$ cat config.mk
export PLATFORM = sky130hd
export DESIGN_NAME = lcd_frame_driver
export DESIGN_NICKNAME = d
export VERILOG_FILES = /design/src/rtl/lcd_pkg.sv /design/src/rtl/alarm_sounder.sv /design/src/rtl/lcd_frame_driver.sv
export SDC_FILE = /design/constraint.sdc
export NUM_CORES = 1
export LEC_CHECK = 0
export BUFFER_PORTS_ARGS = -buffer_cell sky130_fd_sc_hd__buf_2
export CAP_MARGIN = 25
export CORE_MARGIN = 2
export CORE_UTILIZATION = 31
export CTS_CLUSTER_DIAMETER = 100
export DETAILED_ROUTE_END_ITERATION = 12
export SETUP_SLACK_MARGIN = 0.15
export SKIP_CTS_REPAIR_TIMING = 1
export SLEW_MARGIN = 20
export SYNTH_ARGS = -nofsm -noshare
export SYNTH_HDL_FRONTEND = slang
export SYNTH_HIERARCHICAL = 1
export SYNTH_SLANG_ARGS = --single-unit
$ cat constraint.sdc
create_clock -name clock -period 3.6 [get_ports clock]
set_clock_uncertainty 0.05 [all_clocks]
set_input_delay 0.72 -clock clock [delete_from_list [all_inputs] [get_ports clock]]
set_output_delay 0.72 -clock clock [all_outputs]
set_load 0.005 [all_outputs]
$ cat src/rtl/lcd_pkg.sv
// Shared definitions for the LCD frame driver: ASCII codes, frame FSM states
// and the BCD-to-LCD character decode.
package lcd_pkg;

   localparam logic [7:0] LCD_ZERO  = 8'h30;
   localparam logic [7:0] LCD_ERROR = 8'h3A;

   typedef enum logic [1:0] {
      IDLE = 2'd0,
      LOAD = 2'd1,
      SEND = 2'd2,
      DONE = 2'd3
   } state_t;

   function automatic logic [7:0] bcd_to_lcd(input logic [3:0] digit);
      if (digit <= 4'd9)
         return LCD_ZERO + {4'd0, digit};
      else
         return LCD_ERROR;
   endfunction

endpackage

$ cat src/rtl/alarm_sounder.sv
// Alarm sounder: fires on a rising edge of the time match, runs for a fixed
// number of cycles, and is silenced by the button.
module alarm_sounder #(
   parameter  int DW           = 16,
   parameter  int ALARM_CYCLES = 1000,
   localparam int CNT_W        = $clog2(ALARM_CYCLES + 1)
) (
   input  logic          clock,
   input  logic          reset,
   input  logic [DW-1:0] alarm_time,
   input  logic [DW-1:0] current_time,
   input  logic          alarm_enable,
   input  logic          alarm_button,
   output logic          sound_alarm
);

   logic             w_match;
   logic             w_rise;
   logic             r_match_q;
   logic             r_sound;
   logic [CNT_W-1:0] r_timer;

   assign w_match = alarm_enable && (current_time == alarm_time);
   assign w_rise  = w_match && !r_match_q;

   // The button has priority over a coincident match edge.
   always_ff @(posedge clock or negedge reset) begin
      if (!reset) begin
         r_match_q <= 1'b0;
         r_sound   <= 1'b0;
         r_timer   <= '0;
      end else begin
         r_match_q <= w_match;
         if (alarm_button) begin
            r_sound <= 1'b0;
            r_timer <= '0;
         end else if (w_rise) begin
            r_sound <= 1'b1;
            r_timer <= CNT_W'(ALARM_CYCLES);
         end else if (r_sound) begin
            if (r_timer == CNT_W'(1)) begin
               r_sound <= 1'b0;
               r_timer <= '0;
            end else begin
               r_timer <= r_timer - CNT_W'(1);
            end
         end
      end
   end

   assign sound_alarm = r_sound;

endmodule

$ cat src/rtl/lcd_frame_driver.sv
// Snapshots one selected multi-digit BCD source per refresh and streams it to
// the LCD interface as ASCII characters, most significant digit first.
module lcd_frame_driver
   import lcd_pkg::*;
#(
   parameter  int NUM_DIGITS   = 4,
   parameter  int ALARM_CYCLES = 1000,
   localparam int IDX_W        = (NUM_DIGITS > 1) ? $clog2(NUM_DIGITS) : 1
) (
   input  logic                    clock,
   input  logic                    reset,
   input  logic [4*NUM_DIGITS-1:0] alarm_time,
   input  logic [4*NUM_DIGITS-1:0] current_time,
   input  logic [4*NUM_DIGITS-1:0] key,
   input  logic                    show_new_time,
   input  logic                    show_alarm,
   input  logic                    alarm_enable,
   input  logic                    alarm_button,
   input  logic                    refresh,
   output logic [7:0]              lcd_char,
   output logic                    lcd_valid,
   input  logic                    lcd_ready,
   output logic [IDX_W-1:0]        lcd_index,
   output logic                    frame_done,
   output logic                    sound_alarm
);

   localparam int               DW       = 4 * NUM_DIGITS;
   localparam logic [IDX_W-1:0] LAST_IDX = IDX_W'(NUM_DIGITS - 1);

   state_t           r_state;
   state_t           w_state_next;
   logic [DW-1:0]    r_shadow;
   logic [7:0]       r_char;
   logic             r_valid;
   logic [IDX_W-1:0] r_index;
   logic             r_done;
   logic             r_pending;

   logic [DW-1:0]    w_src;
   logic [DW-1:0]    w_shadow_shl;
   logic             w_xfer;
   logic             w_last;
   logic [DW-1:0]    w_shadow_n;
   logic [7:0]       w_char_n;
   logic             w_valid_n;
   logic [IDX_W-1:0] w_index_n;
   logic             w_done_n;
   logic             w_pending_n;

   assign w_src = show_new_time ? key : (show_alarm ? alarm_time : current_time);
   // The shadow shifts left per transfer, so the next character is always its top nibble.
   assign w_shadow_shl = r_shadow << 4;
   assign w_xfer       = r_valid && lcd_ready;
   assign w_last       = (r_index == LAST_IDX);

   always_ff @(posedge clock or negedge reset) begin
      if (!reset) r_state <= IDLE;
      else        r_state <= w_state_next;
   end

   always_comb begin
      w_state_next = r_state;
      unique case (r_state)
         IDLE: if (refresh) w_state_next = LOAD;
         LOAD: w_state_next = SEND;
         SEND: if (w_xfer && w_last) w_state_next = DONE;
         DONE: w_state_next = (r_pending || refresh) ? LOAD : IDLE;
         default: w_state_next = IDLE;
      endcase
   end

   always_comb begin
      w_shadow_n  = r_shadow;
      w_char_n    = r_char;
      w_valid_n   = r_valid;
      w_index_n   = r_index;
      w_done_n    = 1'b0;
      w_pending_n = r_pending || (refresh && (r_state != IDLE));
      unique case (r_state)
         LOAD: begin
            w_shadow_n = w_src;
            w_char_n   = bcd_to_lcd(w_src[DW-1 -: 4]);
            w_index_n  = '0;
            w_valid_n  = 1'b1;
         end
         SEND: begin
            if (w_xfer) begin
               if (w_last) begin
                  w_valid_n = 1'b0;
                  w_done_n  = 1'b1;
               end else begin
                  w_shadow_n = w_shadow_shl;
                  w_char_n   = bcd_to_lcd(w_shadow_shl[DW-1 -: 4]);
                  w_index_n  = r_index + IDX_W'(1);
               end
            end
         end
         DONE:    w_pending_n = 1'b0;
         default: ;
      endcase
   end

   always_ff @(posedge clock or negedge reset) begin
      if (!reset) begin
         r_shadow  <= '0;
         r_char    <= LCD_ZERO;
         r_valid   <= 1'b0;
         r_index   <= '0;
         r_done    <= 1'b0;
         r_pending <= 1'b0;
      end else begin
         r_shadow  <= w_shadow_n;
         r_char    <= w_char_n;
         r_valid   <= w_valid_n;
         r_index   <= w_index_n;
         r_done    <= w_done_n;
         r_pending <= w_pending_n;
      end
   end

   assign lcd_char   = r_char;
   assign lcd_valid  = r_valid;
   assign lcd_index  = r_index;
   assign frame_done = r_done;

   alarm_sounder #(
      .DW           (DW),
      .ALARM_CYCLES (ALARM_CYCLES)
   ) u_alarm (
      .clock        (clock),
      .reset        (reset),
      .alarm_time   (alarm_time),
      .current_time (current_time),
      .alarm_enable (alarm_enable),
      .alarm_button (alarm_button),
      .sound_alarm  (sound_alarm)
   );

endmodule

After elaboration in Yosys (flattened, before gate mapping)
Index checks and enable logic that the tools add are counted.
{"block": "totals", "out_inout_bits": 13, "elab_cells": 74, "inputBits": 56, "regBits": 39}
{"block": "op_classes", "n_reduce_logical": 15, "n_eq_ne": 11, "addsub": 4, "muxes": 32, "n_lt_le_gt_ge": 2}
{"op": "$mux 10", "count": 4}
{"op": "$mux 16", "count": 2}
{"op": "$mux 12", "count": 2}
{"op": "$pmux 12 s2", "count": 1}
{"op": "$eq 16x16->1", "count": 1}
{"op": "$mux 8", "count": 2}
{"op": "$pmux 8 s2", "count": 1}
{"op": "$add 6x4->7 const A", "count": 2}
{"op": "$mux 7", "count": 2}
{"op": "$mux 1", "count": 11}
{"op": "$eq 10x1->1 const B", "count": 1}
{"op": "$ne 2x2->1 const B", "count": 5}
{"op": "$sub 10x1->10 const B", "count": 1}
{"op": "$le 4x4->1 const B", "count": 2}
{"op": "$mux 2", "count": 4}
{"op": "$pmux 2 s4", "count": 1}
{"op": "$eq 2x2->1 const B", "count": 3}
{"op": "$reduce_and 3->1", "count": 2}
{"op": "$logic_and 1x1->1", "count": 5}
{"op": "$pmux 2 s2", "count": 1}
{"op": "$reduce_bool 2->1", "count": 2}
{"op": "$reduce_bool 3->1", "count": 1}
{"op": "$add 2x1->2 const B", "count": 1}
{"op": "$eq 2x1->1 const B", "count": 1}
{"op": "other kinds (5)", "count": 6}

Depth between registers and ports, before layout
Gate-level depths: netlist of the first run.
{"block": "depth", "depth_word": 5, "ltp_mapped": 9, "depth_no_buf": 6}

Hierarchy
Netlist of the first run, hierarchy kept.
{"mod": "lcd_frame_driver", "cells_per_inst": 166, "area_each_um2": 1550.2, "seq_area_each_um2": 575.6, "n_inst": 1}
{"mod": "alarm_sounder", "cells_per_inst": 98, "area_each_um2": 885.8, "seq_area_each_um2": 300.3, "n_inst": 1}

Worst setup path before layout of the first run
Ideal clock, no wire load.
{"block": "synth_path", "path_type": "in2reg", "startpoint": "input alarm_time[12]", "endpoint": "register u_alarm.r_timer[3]", "path_stages": 5, "path_buffers": 1, "setup_slack_ps": 1662, "required_time_ps": 3466, "arrival_time_ps": 1805, "cell_sequence": "xnor2_1 > o2111ai_1 > or4b_1 > clkbuf_1 > o22ai_1"}
{"block": "synth_via", "elab_chain_cells": 5}
{"element": "start, declared", "line": "lcd_frame_driver.sv:12", "source": "input logic [4*NUM_DIGITS-1:0] alarm_time,"}
{"element": "$eq 16x16->1 (*)", "line": "alarm_sounder.sv:23", "source": "assign w_match = alarm_enable && (current_time == alarm_time);"}
{"element": "$logic_and 1x1->1 (*)", "line": "alarm_sounder.sv:23"}
{"element": "$logic_and 1x1->1 (*)", "line": "alarm_sounder.sv:24", "source": "assign w_rise = w_match && !r_match_q;"}
{"element": "$mux 10", "line": "alarm_sounder.sv:37", "source": "end else if (w_rise) begin"}
{"element": "$mux 10", "line": "alarm_sounder.sv:34", "source": "if (alarm_button) begin"}
{"element": "end signal, assigned", "line": "alarm_sounder.sv:39", "source": "r_timer <= CNT_W'(ALARM_CYCLES);"}
{"element": "end signal, assigned", "line": "alarm_sounder.sv:45", "source": "r_timer <= r_timer - CNT_W'(1);"}
{"element": "end, declared", "line": "alarm_sounder.sv:21", "source": "logic [CNT_W-1:0] r_timer;"}
Mark *: on every way between the ends. The rest lies on a longest branch, timed or not.
A chain may end at the register's enable or synchronous reset.

Worst setup path in the final report of the first run
{"block": "layout_path", "startpoint": "register r_state[0]", "endpoint": "register r_char[2], in the netlist lcd_char[2]"}
{"block": "layout_via", "elab_chain_cells": 3}
{"element": "start, declared", "line": "lcd_frame_driver.sv:31", "source": "state_t r_state;"}
{"element": "start signal, assigned", "line": "lcd_frame_driver.sv:59", "source": "else r_state <= w_state_next;"}
{"element": "$eq 2x2->1 or $eq 2x1->1 (tied branches)", "line": "lcd_frame_driver.sv:80", "source": "unique case (r_state)"}
{"element": "$ne 2x2->1 (no source line) or $reduce_bool 2->1 (tied branches)"}
{"element": "$reduce_and 3->1 (no source line)"}
{"element": "end signal, assigned", "line": "lcd_frame_driver.sv:114", "source": "r_char <= w_char_n;"}
{"element": "end, declared", "line": "lcd_frame_driver.sv:34", "source": "logic [7:0] r_char;"}
Several ways; a longest one is shown, not always the timed one.

==> results of run 1 <==
[final timing paths]
kind,startpoint,to,slack [ns],cells past startpoint
setup / recovery,r_state[0],lcd_char[2],1.31,5
hold / removal,r_shadow[8],r_shadow[8],0.43,2
max in group asynchronous,reset,u_alarm/r_timer[9],2.52,1
setup reg to reg,r_state[0],lcd_char[2],1.31,5
hold reg to reg,r_shadow[8],r_shadow[8],0.43,2
min in group asynchronous,reset,r_shadow[0],0.46,1
[layout by cell type, fill, tap and decap left out, drive strengths merged, types with 3 or more instances in the layout]
cell    count
mux2        3
nand2      29
a211oi      5
clkbuf      5
o21ai      28
nor2       12
xor2        7
a21oi      12
dfrtp      35
a22o        4
nor2b       5
mux2i      28
o22ai       8
buf        64
nand3       4
ha          7
nor4        5
inv        12
nor3        4
conb        4
xnor2       7
[layer usage]
metal / track usage (%) / vias up / share of wire, %
li1: - / 1058 / -
met1: 18.9 / 934 / 45
met2: 23.7 / 87 / 46
met3: 3.01 / 17 / 5.8
met4: 6.99 / 0 / 3.4
met5: 0 / - / 0
[flip-flops by register name, indices dropped and copies added (netlist names)]
signal               flops
frame_done               1
lcd_char                 4
lcd_index                2
lcd_valid                1
r_pending                1
r_shadow                12
r_state                  2
u_alarm/r_match_q        1
u_alarm/r_timer         10
u_alarm/sound_alarm      1
[stage by stage]
step / hold WS (ns) / power, mW
after floorplan: 0.374 / 1.05
after global placement: 0.412 / 1.17
after detailed placement: 0.420 / 1.19
after CTS: 0.438 / 1.54
after global routing: 0.467 / 1.65
final: 0.432 / 1.52
[worst max-delay path: stages, from the launching register on]
cell and delay [ns]:
dfrtp_1 0.42, inv_1 0.08, ha_1 0.33, nor2b_1 0.71, nor2_4 0.24, mux2_2 0.33
[power breakdown]
part / total (mW) / switching [mW] / internal (mW)
sequential: 0.587 / 0.0786 / 0.508
combinational: 0.584 / 0.330 / 0.254
clock: 0.350 / 0.148 / 0.202
total: 1.52 / 0.556 / 0.965
[final cells by class]
type	count	area [sq um]	share of cell area [%]
repair buffers	64	320	11.2
flip-flops and latches	35	876	30.5
clock buffers	5	68.8	2.40
multi-input cells	202	1390	48.6
well taps	102	128	4.45
clock inverters	2	37.5	1.31
inverters	12	45.0	1.57
[kinds of logic (layout without fill, tap and decap cells)]
kind of cell	count (synthesis)	in the layout	synth area share, %
fa+ha+maj	7	7	3.60
mux	31	31	13.0
compound gates	72	72	18.7
buf+inv	29	83	7.14
xor+xnor	14	14	5.03
flops	35	35	36.0
simple gates	74	74	16.2
other cells	2	4	0.308
==> impl_results.md, run 1 <==
* Root buf cell: clkbuf_8
* Core Rows at 32
* Die height at 92.6 um
* Pwr Density at 530 mW/mm^2
* H-Tree Depth at 2
* Initial Util at 31.7%
* Critical Path Fanout Max at 23
* Max-slew violations at 0
* Area grow syn2layout at 17.8%
* Number of global-route vias before repair at 2,064
* Remaining DRCs at 0
* Clock latency at the later pin of the worst-skew pair at 0.29 ns
* Area contributors post-synth: dfrtp_1 36%, mux2i_1 12%, o21ai_0 5.1%
* Fin util at 37.3%
* Req. time, crit path at 3.73 ns
* Vias per cell at 4.97
* Register area share after synthesis at 36.0%
* Leak at 1.36 nW
* Placed cells at 415
* Wire per inst at 14.6 um
* Worst slew margin at 43.2%
* CTS Sinks at 35
* Predominant post-synthesis flop cell: dfrtp_1
* Setup Crit Path Kind: register to register
* Nets@finish at 383
* Worst vdd ir at 0.173 mV
* Synth top cells by count: 35 x dfrtp_1, 29 x nand2_1, 28 x mux2i_1
* Min Tclk post-route at 2.29 ns
* Avg Cell Area, Syn at 9.23 sq um
* Starting DRT DRC Count at 85
* Setup-failing EPs final at 0
* Worst Tran Pin Value at 0.851 ns
* Final design area excluding fillers at 0.00287 sq mm
* Die X at 92.6 um
* Status: finished, final reports clean
* Number of vias in the routed layout at 2,096
* Port Buffers at 64
* Yosys warnings at 6
* Total Wirelength at 6.15 mm
* Total CTS buffers at 5
* Grt ovf at 0
* Reg clk slew, reported paths at 0.08 ns
* Maximum clock insertion buffer count at 2
* Distinct cells, synth at 53
* GRT Util Overall at 14.7%
* Finished Layout Cells at 422
* Dpl hpwl at 4.86 mm
* Synth async-reset ratio at 100%
* First drt pass iteration count at 4
* Hold Crit Class: register to register
* Final hold vios at 0
* I/O pin cnt at 69
* Worst setup SP type: register
* Die Area at 0.00858 sq mm
* Worst path arrival time at 2.43 ns
* Final worst slack at 1.31 ns
* Share of layout cells above drive strength 1 at 25.6%
* CTS tree: yes
* ANT nets after route at 0
* Synth Register Bits at 35
* Setup WS pre-CTS at 1.28 ns
* Cells after Synth at 264
* RSZ-0062 raised after global routing: no
* Top-count cell post-synth: dfrtp_1
* Crit share post-route at 63.7%
* Crit path capture type: register
* Max Fclk at 0.436 GHz
* Gpl congestion at 0.815
* Filler Cells Inserted at 803
* TNS Setup at 0 ns
* Largest net degree at the start of global routing at 36
* Core ar. at 0.00769 sq mm
* First-pass GRT wire length at 9.94 mm
* Area after DPL at 0.00276 sq mm
* Initial antenna violation count at 0
* Share of the synthesized area in the top cell type at 36.0%
* Ant. Diodes at 0
* Count of flip-flops with a built-in enable after synthesis at 0
* Post-synthesis cell area at 0.00244 sq mm
* Max Cap Violations at 0
* Synth area leader: dfrtp_1
(Power assumes the default switching activity.)
==> inputs of run 2 (changes only) <==
Clock period 3.6 ns to 2.25 ns, I/O delays scaled along.
==> run 2 against run 1 <==
  * Power is 65% higher
  * Sequential power grew 60%
  * Utilization up 0.73 points
  * Combinational power up 67%
  * Sequential share of layout area shrank 0.59 points
  * Routed wire length shrank 0.76%
  * Clock-buffer cell count increased by 1
  * Non-clock buffer count increased by 6
  * Critical path depth unchanged
  * Critical path type unchanged
  * Largest cell class unchanged
  * Largest power group is now combinational logic
==> impl_results.md, run 2 (same netlist as run 1, synthesis figures left out) <==
* Clock latency at the later pin of the worst-skew pair at 0.28 ns (about the same)
* Dpl hpwl at 4.83 mm (-0.63%)
* Reg clk slew, reported paths at 0.08 ns (about the same)
* H-Tree Depth at 2 (unchanged)
* Grt ovf at 0 (unchanged)
* Setup WS pre-CTS at 0.264 ns (-1.02 ns)
* I/O pin cnt at 69 (unchanged)
* Ant. Diodes at 0 (unchanged)
* Initial Util at 31.7% (unchanged)
* Gpl congestion at 0.796 (-2.3%)
* TNS Setup at 0 ns (unchanged)
* Vias per cell at 4.88 (-1.7%)
* Total CTS buffers at 5 (unchanged)
* CTS Sinks at 35 (unchanged)
* First drt pass iteration count at 4 (unchanged)
* Crit path capture type: register
* Worst path arrival time at 2.08 ns (-0.35 ns)
* Core ar. at 0.00769 sq mm (unchanged)
* Hold Crit Class: input pin to async pin
* Status: finished, final reports clean
* Die Area at 0.00858 sq mm (unchanged)
* Max Fclk at 0.512 GHz (+17%)
* Worst setup SP type: register
* Root buf cell: clkbuf_8
* Core Rows at 32 (unchanged)
* Die height at 92.6 um (unchanged)
* Min Tclk post-route at 1.95 ns (-0.339 ns)
* Worst Tran Pin Value at 0.811 ns (-0.0391 ns)
* Final worst slack at 0.296 ns (-1.01 ns)
* Max reg flops at 12 (unchanged)
* Max Cap Violations at 0 (unchanged)
* Remaining DRCs at 0 (unchanged)
* Req. time, crit path at 2.38 ns (-1.35 ns)
* Largest register by flop count: r_shadow
* RSZ-0062 raised after global routing: no
* Setup Crit Path Kind: register to register
* Largest net degree at the start of global routing at 36 (unchanged)
* Maximum clock insertion buffer count at 2 (unchanged)
* Hold slack final at 0.197 ns (-0.236 ns)
* Worst vdd ir at 0.299 mV (+73%)
* Pwr Density at 857 mW/mm^2 (+62%)
* Slowest CP cell: dfrtp_1
* Area grow syn2layout at 20.1%
* Final hold vios at 0 (unchanged)
* Most frequent cells in the layout: 64 x buf_2, 35 x dfrtp_1, 29 x nand2_1, 28 x mux2i_1, 25 x o21ai_0
* Cell Chain, Critical Path: inv_1 -> ha_1 -> and4b_2 -> nor2_4 -> mux2_2
* Port Buffers at 64 (unchanged)
* Critical path's largest stage delay at 0.42 ns (-0.29 ns)
* Placed cells at 421 (+1.4%)
* GRT Util Overall at 14.7% (+0.035 points)
* Number of vias in the routed layout at 2,095 (-0.048%)
* Total Wirelength at 6.10 mm (-0.76%)
* Finished Layout Cells at 429 (+1.7%)
* Wire per inst at 14.2 um (-2.4%)
* CTS tree: yes
* Number of global-route vias before repair at 2,032 (-1.6%)
* Initial antenna violation count at 0 (unchanged)
* Leak at 1.40 nW (+3.0%)
* Fin util at 38.1% (+0.73 points)
* Nets@finish at 389 (+1.6%)
* Critical Path Fanout Max at 23 (unchanged)
* Crit share post-route at 86.8% (+23 points)
* First-pass GRT wire length at 9.87 mm (-0.69%)
* Die X at 92.6 um (unchanged)
* Max-slew violations at 0 (unchanged)
* Starting DRT DRC Count at 120 (+41%)
* Setup-failing EPs final at 0 (unchanged)
* Most common cell after layout, fill and taps aside: buf_2
* Worst slew margin at 45.9% (+2.7 points)
* ANT nets after route at 0 (unchanged)
* Share of layout cells above drive strength 1 at 27.2% (+1.6 points)
-- run 2: cell count changes in the layout (fill, tap and decap cells not counted), sizes merged --
cell      before  now
buf           64   70
clkinvlp       1    0
clkbuf         5    6
clkinv         0    1
-- run 2: final cells by class --
| class | count | area [sq um] |
|---|---|---|
| repair buffers | 70 | 365 |
| clock buffers | 6 | 82.6 |
| flip-flops and latches | 35 | 876 |
| clock inverters | 2 | 35.0 |
| inverters | 12 | 45.0 |
| well taps | 102 | 128 |
| multi-input cells | 202 | 1390 |
| fillers | 793 | 4760 |
-- run 2: worst max-delay path: cells and delay by family, from the launching register on --
| family | cells | cell delay [ns] |
|---|---|---|
| buf+inv | 1 | 0.08 |
| mux | 1 | 0.38 |
| simple gates | 2 | 0.66 |
| flops | 1 | 0.42 |
| fa+ha+maj | 1 | 0.25 |
-- run 2: path summary, 6_finish.rpt --
| check | start | end | slack (ns) | cells past startpoint |
|---|---|---|---|---|
| max | r_state[0] | lcd_char[2] | 0.30 | 5 |
| min | reset | r_shadow[0] | 0.20 | 1 |
| max reg2reg | r_state[0] | lcd_char[2] | 0.30 | 5 |
| min reg2reg | r_shadow[5] | r_shadow[5] | 0.43 | 2 |
| max in group asynchronous | reset | u_alarm/r_match_q | 1.43 | 1 |
| min in group clock | refresh | r_pending | 0.42 | 3 |
-- run 2: report_power, final --
| part | internal [mW] | switching [mW] |
|---|---|---|
| registers | 0.813 | 0.124 |
| clock network | 0.359 | 0.237 |
| logic | 0.442 | 0.533 |
| total | 1.61 | 0.894 |
-- run 2: layer usage --
metal	wire, um	up-vias	part of all wire (%)	GRT usage (%)
met4	126	0	2.1	5.27
met5	0	-	0	0
met3	301	9	4.9	3.25
li1	-	1071	-	-
met2	2770	71	45	23.9
met1	2900	944	48	19.3
-- run 2: metrics by stage --
| step | power, mW | cell area, sq um |
|---|---|---|
| floorplan | 1.67 | 2440 |
| global placement | 1.91 | 2810 |
| detailed placement | 1.94 | 2810 |
| CTS | 2.53 | 2930 |
| global route | 2.70 | 2930 |
| finish | 2.51 | 2930 |
